===== src/rtl/spike_event_arbiter.sv =====
// spike_event_arbiter: per-timestep controller for the shared neuron-update
// datapath. Latches spike requests into a pending register and grants them
// one at a time in round-robin order over a valid/ready handshake. It then
// issues a single leak command and pulses step_done.
// Optional feature: define SPIKE_DROP_COUNT_EN to build the saturating
// dropped-spike counter; otherwise drop_count is tied to zero.
module spike_event_arbiter #(
   parameter int NUM_REQ = 8,
   parameter int ADDR_W  = 3
) (
   input  logic               clk,
   input  logic               rst_n,
   input  logic               en,
   input  logic [NUM_REQ-1:0] req_in,
   input  logic               step_start,
   output logic               out_valid,
   output logic [ADDR_W-1:0]  out_addr,
   input  logic               out_ready,
   output logic               leak_valid,
   input  logic               leak_ready,
   output logic               step_done,
   output logic               busy,
   output logic [NUM_REQ-1:0] pending,
   output logic [7:0]         drop_count
);

   typedef enum logic [1:0] {
      IDLE,
      DRAIN,
      LEAK,
      DONE
   } state_e;

   state_e              state_q, state_d;

   logic [NUM_REQ-1:0]  pending_q, pending_d;
   logic [NUM_REQ-1:0]  clear_mask;
   logic [NUM_REQ-1:0]  req_eff;
   logic [ADDR_W-1:0]   rr_ptr_q, rr_ptr_d;
   logic [ADDR_W-1:0]   hs_ptr;
   logic                out_valid_q, out_valid_d;
   logic [ADDR_W-1:0]   out_addr_q, out_addr_d;
   logic                leak_valid_q, leak_valid_d;
   logic                grant_hs;
   logic                leak_hs;

   // First set bit of vec, searching upward from ptr and wrapping at NUM_REQ-1.
   // The vector is rotated so that bit 0 corresponds to ptr; the found offset
   // is then mapped back to an absolute index.
   function automatic logic [ADDR_W-1:0] rr_pick(
      input logic [NUM_REQ-1:0] vec,
      input logic [ADDR_W-1:0]  ptr
   );
      logic [NUM_REQ-1:0] rot;
      logic               found;
      int unsigned        idx;
      logic [ADDR_W-1:0]  sel;
      rot   = NUM_REQ'({vec, vec} >> ptr);
      found = 1'b0;
      idx   = 0;
      sel   = '0;
      for (int unsigned i = 0; i < NUM_REQ; i++) begin
         if (!found && rot[i]) begin
            found = 1'b1;
            idx   = 32'(ptr) + i;
            if (idx >= 32'(NUM_REQ)) begin
               idx = idx - 32'(NUM_REQ);
            end
            sel = ADDR_W'(idx);
         end
      end
      return sel;
   endfunction

   assign grant_hs = out_valid_q && out_ready;
   assign leak_hs  = leak_valid_q && leak_ready;

   // Pointer just past the address being handshaked, wrapping to 0
   assign hs_ptr = (out_addr_q == ADDR_W'(NUM_REQ - 1)) ? '0 : out_addr_q + ADDR_W'(1);

   // Pending update: clear the granted bit, then OR in new requests (set wins)
   always_comb begin
      req_eff = en ? req_in : '0;
      for (int unsigned i = 0; i < NUM_REQ; i++) begin
         clear_mask[i] = grant_hs && (out_addr_q == ADDR_W'(i));
      end
      pending_d = (pending_q & ~clear_mask) | req_eff;
   end

   // State register
   always_ff @(posedge clk) begin
      if (!rst_n) begin
         state_q <= IDLE;
      end else begin
         state_q <= state_d;
      end
   end

   // Next-state logic
   always_comb begin
      state_d = state_q;
      case (state_q)
         IDLE: begin
            if (step_start && en) begin
               state_d = (pending_q != '0) ? DRAIN : LEAK;
            end
         end
         DRAIN: begin
            if ((!out_valid_q || grant_hs) && (pending_d == '0)) begin
               state_d = LEAK;
            end
         end
         LEAK: begin
            if (leak_hs) begin
               state_d = DONE;
            end
         end
         DONE: begin
            state_d = IDLE;
         end
         default: begin
            state_d = IDLE;
         end
      endcase
   end

   // Output logic: next values of the registered grant/leak outputs and rr pointer.
   // A new grant is chosen from pending_d whenever the slot is empty or just
   // handshaked, so grants run back-to-back while out_ready stays high.
   always_comb begin
      out_valid_d  = out_valid_q;
      out_addr_d   = out_addr_q;
      leak_valid_d = leak_valid_q;
      rr_ptr_d     = rr_ptr_q;
      case (state_q)
         DRAIN: begin
            leak_valid_d = 1'b0;
            if (grant_hs) begin
               rr_ptr_d = hs_ptr;
            end
            if (!out_valid_q || grant_hs) begin
               if (pending_d != '0) begin
                  out_valid_d = 1'b1;
                  out_addr_d  = rr_pick(pending_d, grant_hs ? hs_ptr : rr_ptr_q);
               end else begin
                  out_valid_d = 1'b0;
               end
            end
         end
         LEAK: begin
            out_valid_d = 1'b0;
            if (!leak_valid_q) begin
               leak_valid_d = 1'b1;
            end else if (leak_ready) begin
               leak_valid_d = 1'b0;
            end
         end
         default: begin
            out_valid_d  = 1'b0;
            leak_valid_d = 1'b0;
         end
      endcase
   end

   // Datapath registers: pending set, rr pointer and handshake outputs
   always_ff @(posedge clk) begin
      if (!rst_n) begin
         pending_q    <= '0;
         rr_ptr_q     <= '0;
         out_valid_q  <= 1'b0;
         out_addr_q   <= '0;
         leak_valid_q <= 1'b0;
      end else begin
         pending_q    <= pending_d;
         rr_ptr_q     <= rr_ptr_d;
         out_valid_q  <= out_valid_d;
         out_addr_q   <= out_addr_d;
         leak_valid_q <= leak_valid_d;
      end
   end

   assign out_valid  = out_valid_q;
   assign out_addr   = out_addr_q;
   assign leak_valid = leak_valid_q;
   assign step_done  = (state_q == DONE);
   assign busy       = (state_q != IDLE);
   assign pending    = pending_q;

`ifdef SPIKE_DROP_COUNT_EN
   logic [NUM_REQ-1:0] drop_bits;
   logic [31:0]        drop_sum;
   logic [7:0]         drop_count_q, drop_count_d;

   // Count requests that hit an already-pending bit which is not being cleared
   always_comb begin
      drop_bits = req_eff & pending_q & ~clear_mask;
      drop_sum  = 32'(drop_count_q);
      for (int unsigned i = 0; i < NUM_REQ; i++) begin
         drop_sum = drop_sum + 32'(drop_bits[i]);
      end
      drop_count_d = (drop_sum > 32'd255) ? 8'hFF : drop_sum[7:0];
   end

   // Saturating drop counter, cleared only by reset
   always_ff @(posedge clk) begin
      if (!rst_n) begin
         drop_count_q <= '0;
      end else begin
         drop_count_q <= drop_count_d;
      end
   end

   assign drop_count = drop_count_q;
`else
   assign drop_count = '0;
`endif

endmodule


===== config.mk =====
export PLATFORM = sky130hd
export DESIGN_NAME = spike_event_arbiter
export DESIGN_NICKNAME = d
export VERILOG_FILES = /design/src/rtl/spike_event_arbiter.sv
export SDC_FILE = /design/constraint.sdc
export NUM_CORES = 1
export LEC_CHECK = 0
export BUFFER_PORTS_ARGS = -buffer_cell sky130_fd_sc_hd__buf_2
export CELL_PAD_IN_SITES_DETAIL_PLACEMENT = 2
export CELL_PAD_IN_SITES_GLOBAL_PLACEMENT = 2
export CORE_MARGIN = 2
export CORE_UTILIZATION = 33
export DETAILED_ROUTE_END_ITERATION = 10
export PLACE_DENSITY_LB_ADDON = 0.1
export RECOVER_POWER = 25
export SLEW_MARGIN = 20
export SYNTH_ARGS = -nofsm -noshare
export SYNTH_HDL_FRONTEND = slang
export SYNTH_SLANG_ARGS = --single-unit

===== constraint.sdc =====
create_clock -name clk -period 3.7 [get_ports clk]
set_clock_uncertainty 0.05 [all_clocks]
set_input_delay 0.37 -clock clk [delete_from_list [all_inputs] [get_ports clk]]
set_output_delay 0.37 -clock clk [all_outputs]
set_load 0.05 [all_outputs]

## Word level (Yosys, flattened, before mapping)

Cells that the tools add are included.
W data, S select, Z words.

| word-level totals | value |
|---|---|
| register bits after elaboration | 18 |
| input bits | 14 |
| output and inout port bits | 23 |
| logic and storage cells | 140 |

| cells by class | value |
|---|---|
| add/subtract/negate cells | 16 |
| $lt $le $gt $ge | 8 |
| eq/ne operators | 13 |
| shift operators | 1 |
| mux-type cells | 55 |
| bitwise logic cells | 3 |
| reductions and logical operators | 38 |

Operators by type and width:

| cell | count |
|---|---|
| $mux W3 | 18 |
| $mux W1 | 31 |
| $ge A4 B4 Y1 const B | 7 |
| $sub A3 B1 Y3 const B | 8 |
| $logic_and A1 B1 Y1 | 19 |
| $add A3 B3 Y4 const B | 4 |
| $reduce_bool A8 Y1 | 2 |
| $shr A16 B3 Y8 | 1 |
| $eq A3 B3 Y1 const B | 4 |
| $add A3 B2 Y4 const B | 2 |
| $and A8 B8 Y8 | 1 |
| $logic_not A1 Y1 | 8 |
| $logic_not A8 Y1 | 1 |
| $mux W2 | 4 |
| $mux W8 | 1 |
| $not A8 Y8 | 1 |
| $or A8 B8 Y8 | 1 |
| $pmux W2 S4 | 1 |
| $eq A3 B2 Y1 const B | 2 |
| $ne A2 B2 Y1 const B | 3 |
| $reduce_and A3 Y1 | 2 |
| $add A3 B1 Y4 const B | 1 |
| $eq A2 B2 Y1 const B | 2 |
| $ge A3 B4 Y1 const B | 1 |
| 8 further kinds | 9 |

## Logic depth before layout (Yosys ltp)

| depth | value |
|---|---|
| word-level depth | 49 |
| mapped depth | 14 |
| gate-level depth less buffers | 12 |

## Least setup slack after synthesis

OpenSTA, ideal clock, no wires.

| timing path | value |
|---|---|
| path kind | register -> register |
| start point | register out_addr_q[0], in the netlist out_addr[0] |
| end point | register out_addr_q[1], in the netlist out_addr[1] |
| library setup time | 0.116 ns |
| data arrival time | 3.274 ns |
| data required time | 3.534 ns |
| path slack | 0.260 ns |
| cell stages (with the launch flop) | 13 |
| path buffers | 2 |
| clock period less this slack | 3.440 ns |
| cell sequence | dfxtp_1 > ha_1 > ha_1 > and4bb_4 > buf_6 > or3_1 > o2111a_1 > buf_6 > mux4_2 > a41oi_2 > nor2_1 > a31o_1 > o211a_1 |

| between the ends | value |
|---|---|
| cells in the longest elaborated chain, start to end | 49 |
| elaborated cells between the ends (all ways) | 106 |
| classes of those cells | 16 x add/sub; 8 x order compare; 7 x eq/ne; 1 x shift; 46 x mux; 3 x bitwise; 25 x reduce/logical |

Ends and longest elaborated chain:

| item | RTL line | source |
|---|---|---|
| start: declaration | 42 | `logic [ADDR_W-1:0] out_addr_q, out_addr_d;` |
| start signal: assignment | 177 | `out_addr_q <= out_addr_d;` |
| parallel branches: the longest is 49 deep, another holds $add A3 B1 Y3 | n/a |  |

Parallel ways; which one is timed is not known. The select of a mux whose other input is x is not followed.
A chain may end at the register's enable or synchronous reset.

## Final worst setup path

| timing path | value |
|---|---|
| start point | register out_addr_q[0], in the netlist out_addr[0] |
| end point | register out_addr_q[0], in the netlist out_addr[0] |

Same word-level chain as after synthesis.

==> summary.txt <==
Worst setup path
  • CP top delay family: compound AO/OA/AOI/OAI gates
  • CP Class: reg2reg
  • Buf/Inv on CP: 1
  • Max stage delay on crit path: around 0.46 ns
  • Crit-path cells: ha_1 > ha_1 > and4bb_4 > nor2_8 > inv_4 > o2111ai_1 > mux2i_2 > mux2i_1 > a211oi_2 > and2_1 > a31oi_1 > a2111oi_2
  • Crit path max fanout: 10
  • Worst r2r path cells: 12
  • Worst reg2reg setup slack: 0.15 ns
  • Arr. time, crit path: 3.67 ns
  • RR Startpoint: out_addr[0]
  • CP endpoint kind: register
  • CP max stage cell: and4bb_4
  • Setup crit start kind: register
  • Worst EP required: 3.83 ns
  • End of the worst register-to-register path: out_addr[0]
  • Most used cell, CP: ha_1

GRT
  • Overflow after GRT: 0
  • First-pass GRT wire length: between 10000 and 15000 um
  • Met2 GRT Util: 37.13%
  • Vias in the first global route: 2080
  • Largest net degree at the start of global routing: 18
  • Gr usage total: a little under a quarter
  • GR Layer Usage met3: under 10%
  • Initial antenna violation count: 0
  • Met1 Use GR: 32.62%
  • GRT busiest layer: met2

Routing
  • Drt pass-1 iters: 4
  • Post-DR wirelength/cell: 20.53 um
  • Vias: around 2000
  • Via density per instance: ~5.9
  • Number of routed nets with antenna violations: 0
  • # DRC: 0
  • Initial drt markers: 75
  • Routed Wire Length: 7082 um

STA
  • Final setup viols: 0
  • Minimum clock period: 3.546 ns
  • Worst slew pin tran: slightly above 0.7 ns
  • WHS: 0.3398 ns
  • Max_slew headroom: about half
  • Period utilisation layout: around 96%
  • Final TNS setup: 0 ns
  • Final Hold Fails: 0
  • RSZ-0062 raised after global routing: true
  • PnR worst setup slack: 0.1537 ns
  • Fmax: ~280 MHz
  • Slew Viols, Final: 0

Synthesis
  • Synth area leaders: dfxtp_1, ha_1, nor2_1
  • Share of the synthesized area in the top cell type: between 10% and 20%
  • EDFF count, synth: 0
  • Async set or reset register ratio after synthesis: 0%
  • Commonest cells in the netlist: nor2_1, nand2_1, dfxtp_1
  • Yosys warns: 0
  • Average size of a mapped cell: 8.069 um^2
  • Top_reg_cell synth: dfxtp_1
  • Post-synthesis sequential area ratio: 18.23%
  • #FFs+latches synth: 18
  • Yosys top cell by area: dfxtp_1
  • Yosys cell types: 68
  • Post-Synthesis Cells: 245
  • Cell Area, Synth: 0.001977 mm^2
  • Top-count cell post-synth: nor2_1

Placement
  • Placed insts: 341
  • Dpl ws: 0.1156 ns
  • Port Buffers: 28
  • DP Area: 0.002160 mm^2
  • Post-DP HPWL: 5550 um
  • Final RePlAce weighted congestion: between 0.8 and 0.9

Clock network
  • CTS tree: done
  • CTS Sinks: 18
  • Clk buf depth: 2
  • CTS clk-pin slew, worst paths: 0.08 ns
  • # H-tree levels: 1
  • Root buffer cell: clkbuf_8
  • Skew-Pair Late Insertion Delay: between 0.2 and 0.3 ns
  • CTS Buf Count: 3

Cells and area
  • Layout area overhead: 11.84%
  • Final std cells w/o fill: 345
  • Design area: 0.002211 mm^2
  • Diodes inserted: 0
  • Post-layout util: 37.79%
  • NumNets Final: 297
  • Layout cell share with drive strength beyond 1: approximately 20%

Floorplanning
  • Core area: 0.005851 mm^2
  • Num ports: 37
  • Die Area: 0.006626 mm^2
  • Die W: 81.40 um
  • Starting density of the core: 33.79%
  • # rows: 28
  • Die Ht: a little over 80 um

Pwr
  • Leakage power: 0.8886 nW
  • Maximum VDD drop: 0.2745 mV
  • Pwr Total: roughly 1.6 mW
  • Ratio of total power to cell area: approximately 730 mW/mm^2

Min path
  • Hold Startpoint: rst_n
  • Hold path depth: 2
  • Worst Hold Path EP: out_addr[1]
  • Worst Hold Class: in2reg

Outcome
  • Outcome: completed

Run
  • Max_cap viols: 0
==> what timing repair did <==
| action | 4_1_cts | 5_1_grt |
|---|---|---|
| hold buffers | 0 | 0 |
| gates resized for setup | 0 | 1 |
| buffers inserted | 0 | 0 |
| endpoints found under the setup margin | 0 | 3 |
==> layout by cell type, fill, tap and decap left out, types with 5 or more instances in the layout <==
| master | count |
|---|---|
| o211ai_1 | 8 |
| nand4_1 | 7 |
| ha_1 | 12 |
| nor2_1 | 24 |
| buf_2 | 22 |
| dfxtp_1 | 18 |
| mux2i_1 | 7 |
| nand2_1 | 21 |
| inv_1 | 9 |
| a21oi_1 | 11 |
| o2111ai_1 | 5 |
| o21ai_0 | 10 |
| conb_1 | 8 |
| a22oi_1 | 6 |
| clkbuf_1 | 6 |
| buf_4 | 6 |
==> state kept, by name, indices dropped and copies added (netlist names) <==
register    flops
out_addr        3
out_valid       1
state_q         2
rr_ptr_q        3
leak_valid      1
pending         8
==> metal layers <==
metal / vias up / share of wire [%]
met5: - / 0
met4: 0 / 0.96
met3: 7 / 3.2
met2: 33 / 47
met1: 1015 / 49
li1: 975 / -
==> report_power, final <==
part | internal [mW] | switching [mW]
logic | 0.409 | 0.754
clock network | 0.0953 | 0.0834
registers | 0.232 | 0.0442
==> area by class of cell <==
type                       count  area (um^2)
multi-input combinational    202         1460
tap                           75        93.84
sequential                    18        360.3
timing repair buffer          35        197.7
fill                         718         3640
clock buffer                   4        55.05
inverter                      11        43.79
==> kinds of logic (layout without fill, tap and decap cells) <==
logic type      after synthesis  in the layout  synth area share (%)
mux                          14             14                 8.164
buf+inv                      32             50                 9.430
xor+xnor                      2              2                0.8862
compound gates               84             84                 33.35
fa+ha+maj                    12             12                 7.595
flops                        18             18                 18.23
other cells                   1              8                0.1897
simple gates                 82             82                 22.15
==> worst max-delay path by stage <==
stage | startpoint | to | slack (ns) | cells past startpoint
2_1_floorplan | out_addr[0] | out_addr[1] | 0.26 | 12
3_3_place_gp | out_addr[0] | out_addr[0] | 0.15 | 12
3_5_place_dp | out_addr[0] | out_addr[0] | 0.12 | 12
4_1_cts | out_addr[0] | out_addr[0] | 0.08 | 12
5_1_grt | out_addr[0] | out_addr[0] | -0.05 | 12
6_report | out_addr[0] | out_addr[0] | 0.15 | 12
Note: power is estimated with default switching activity, not from simulation.
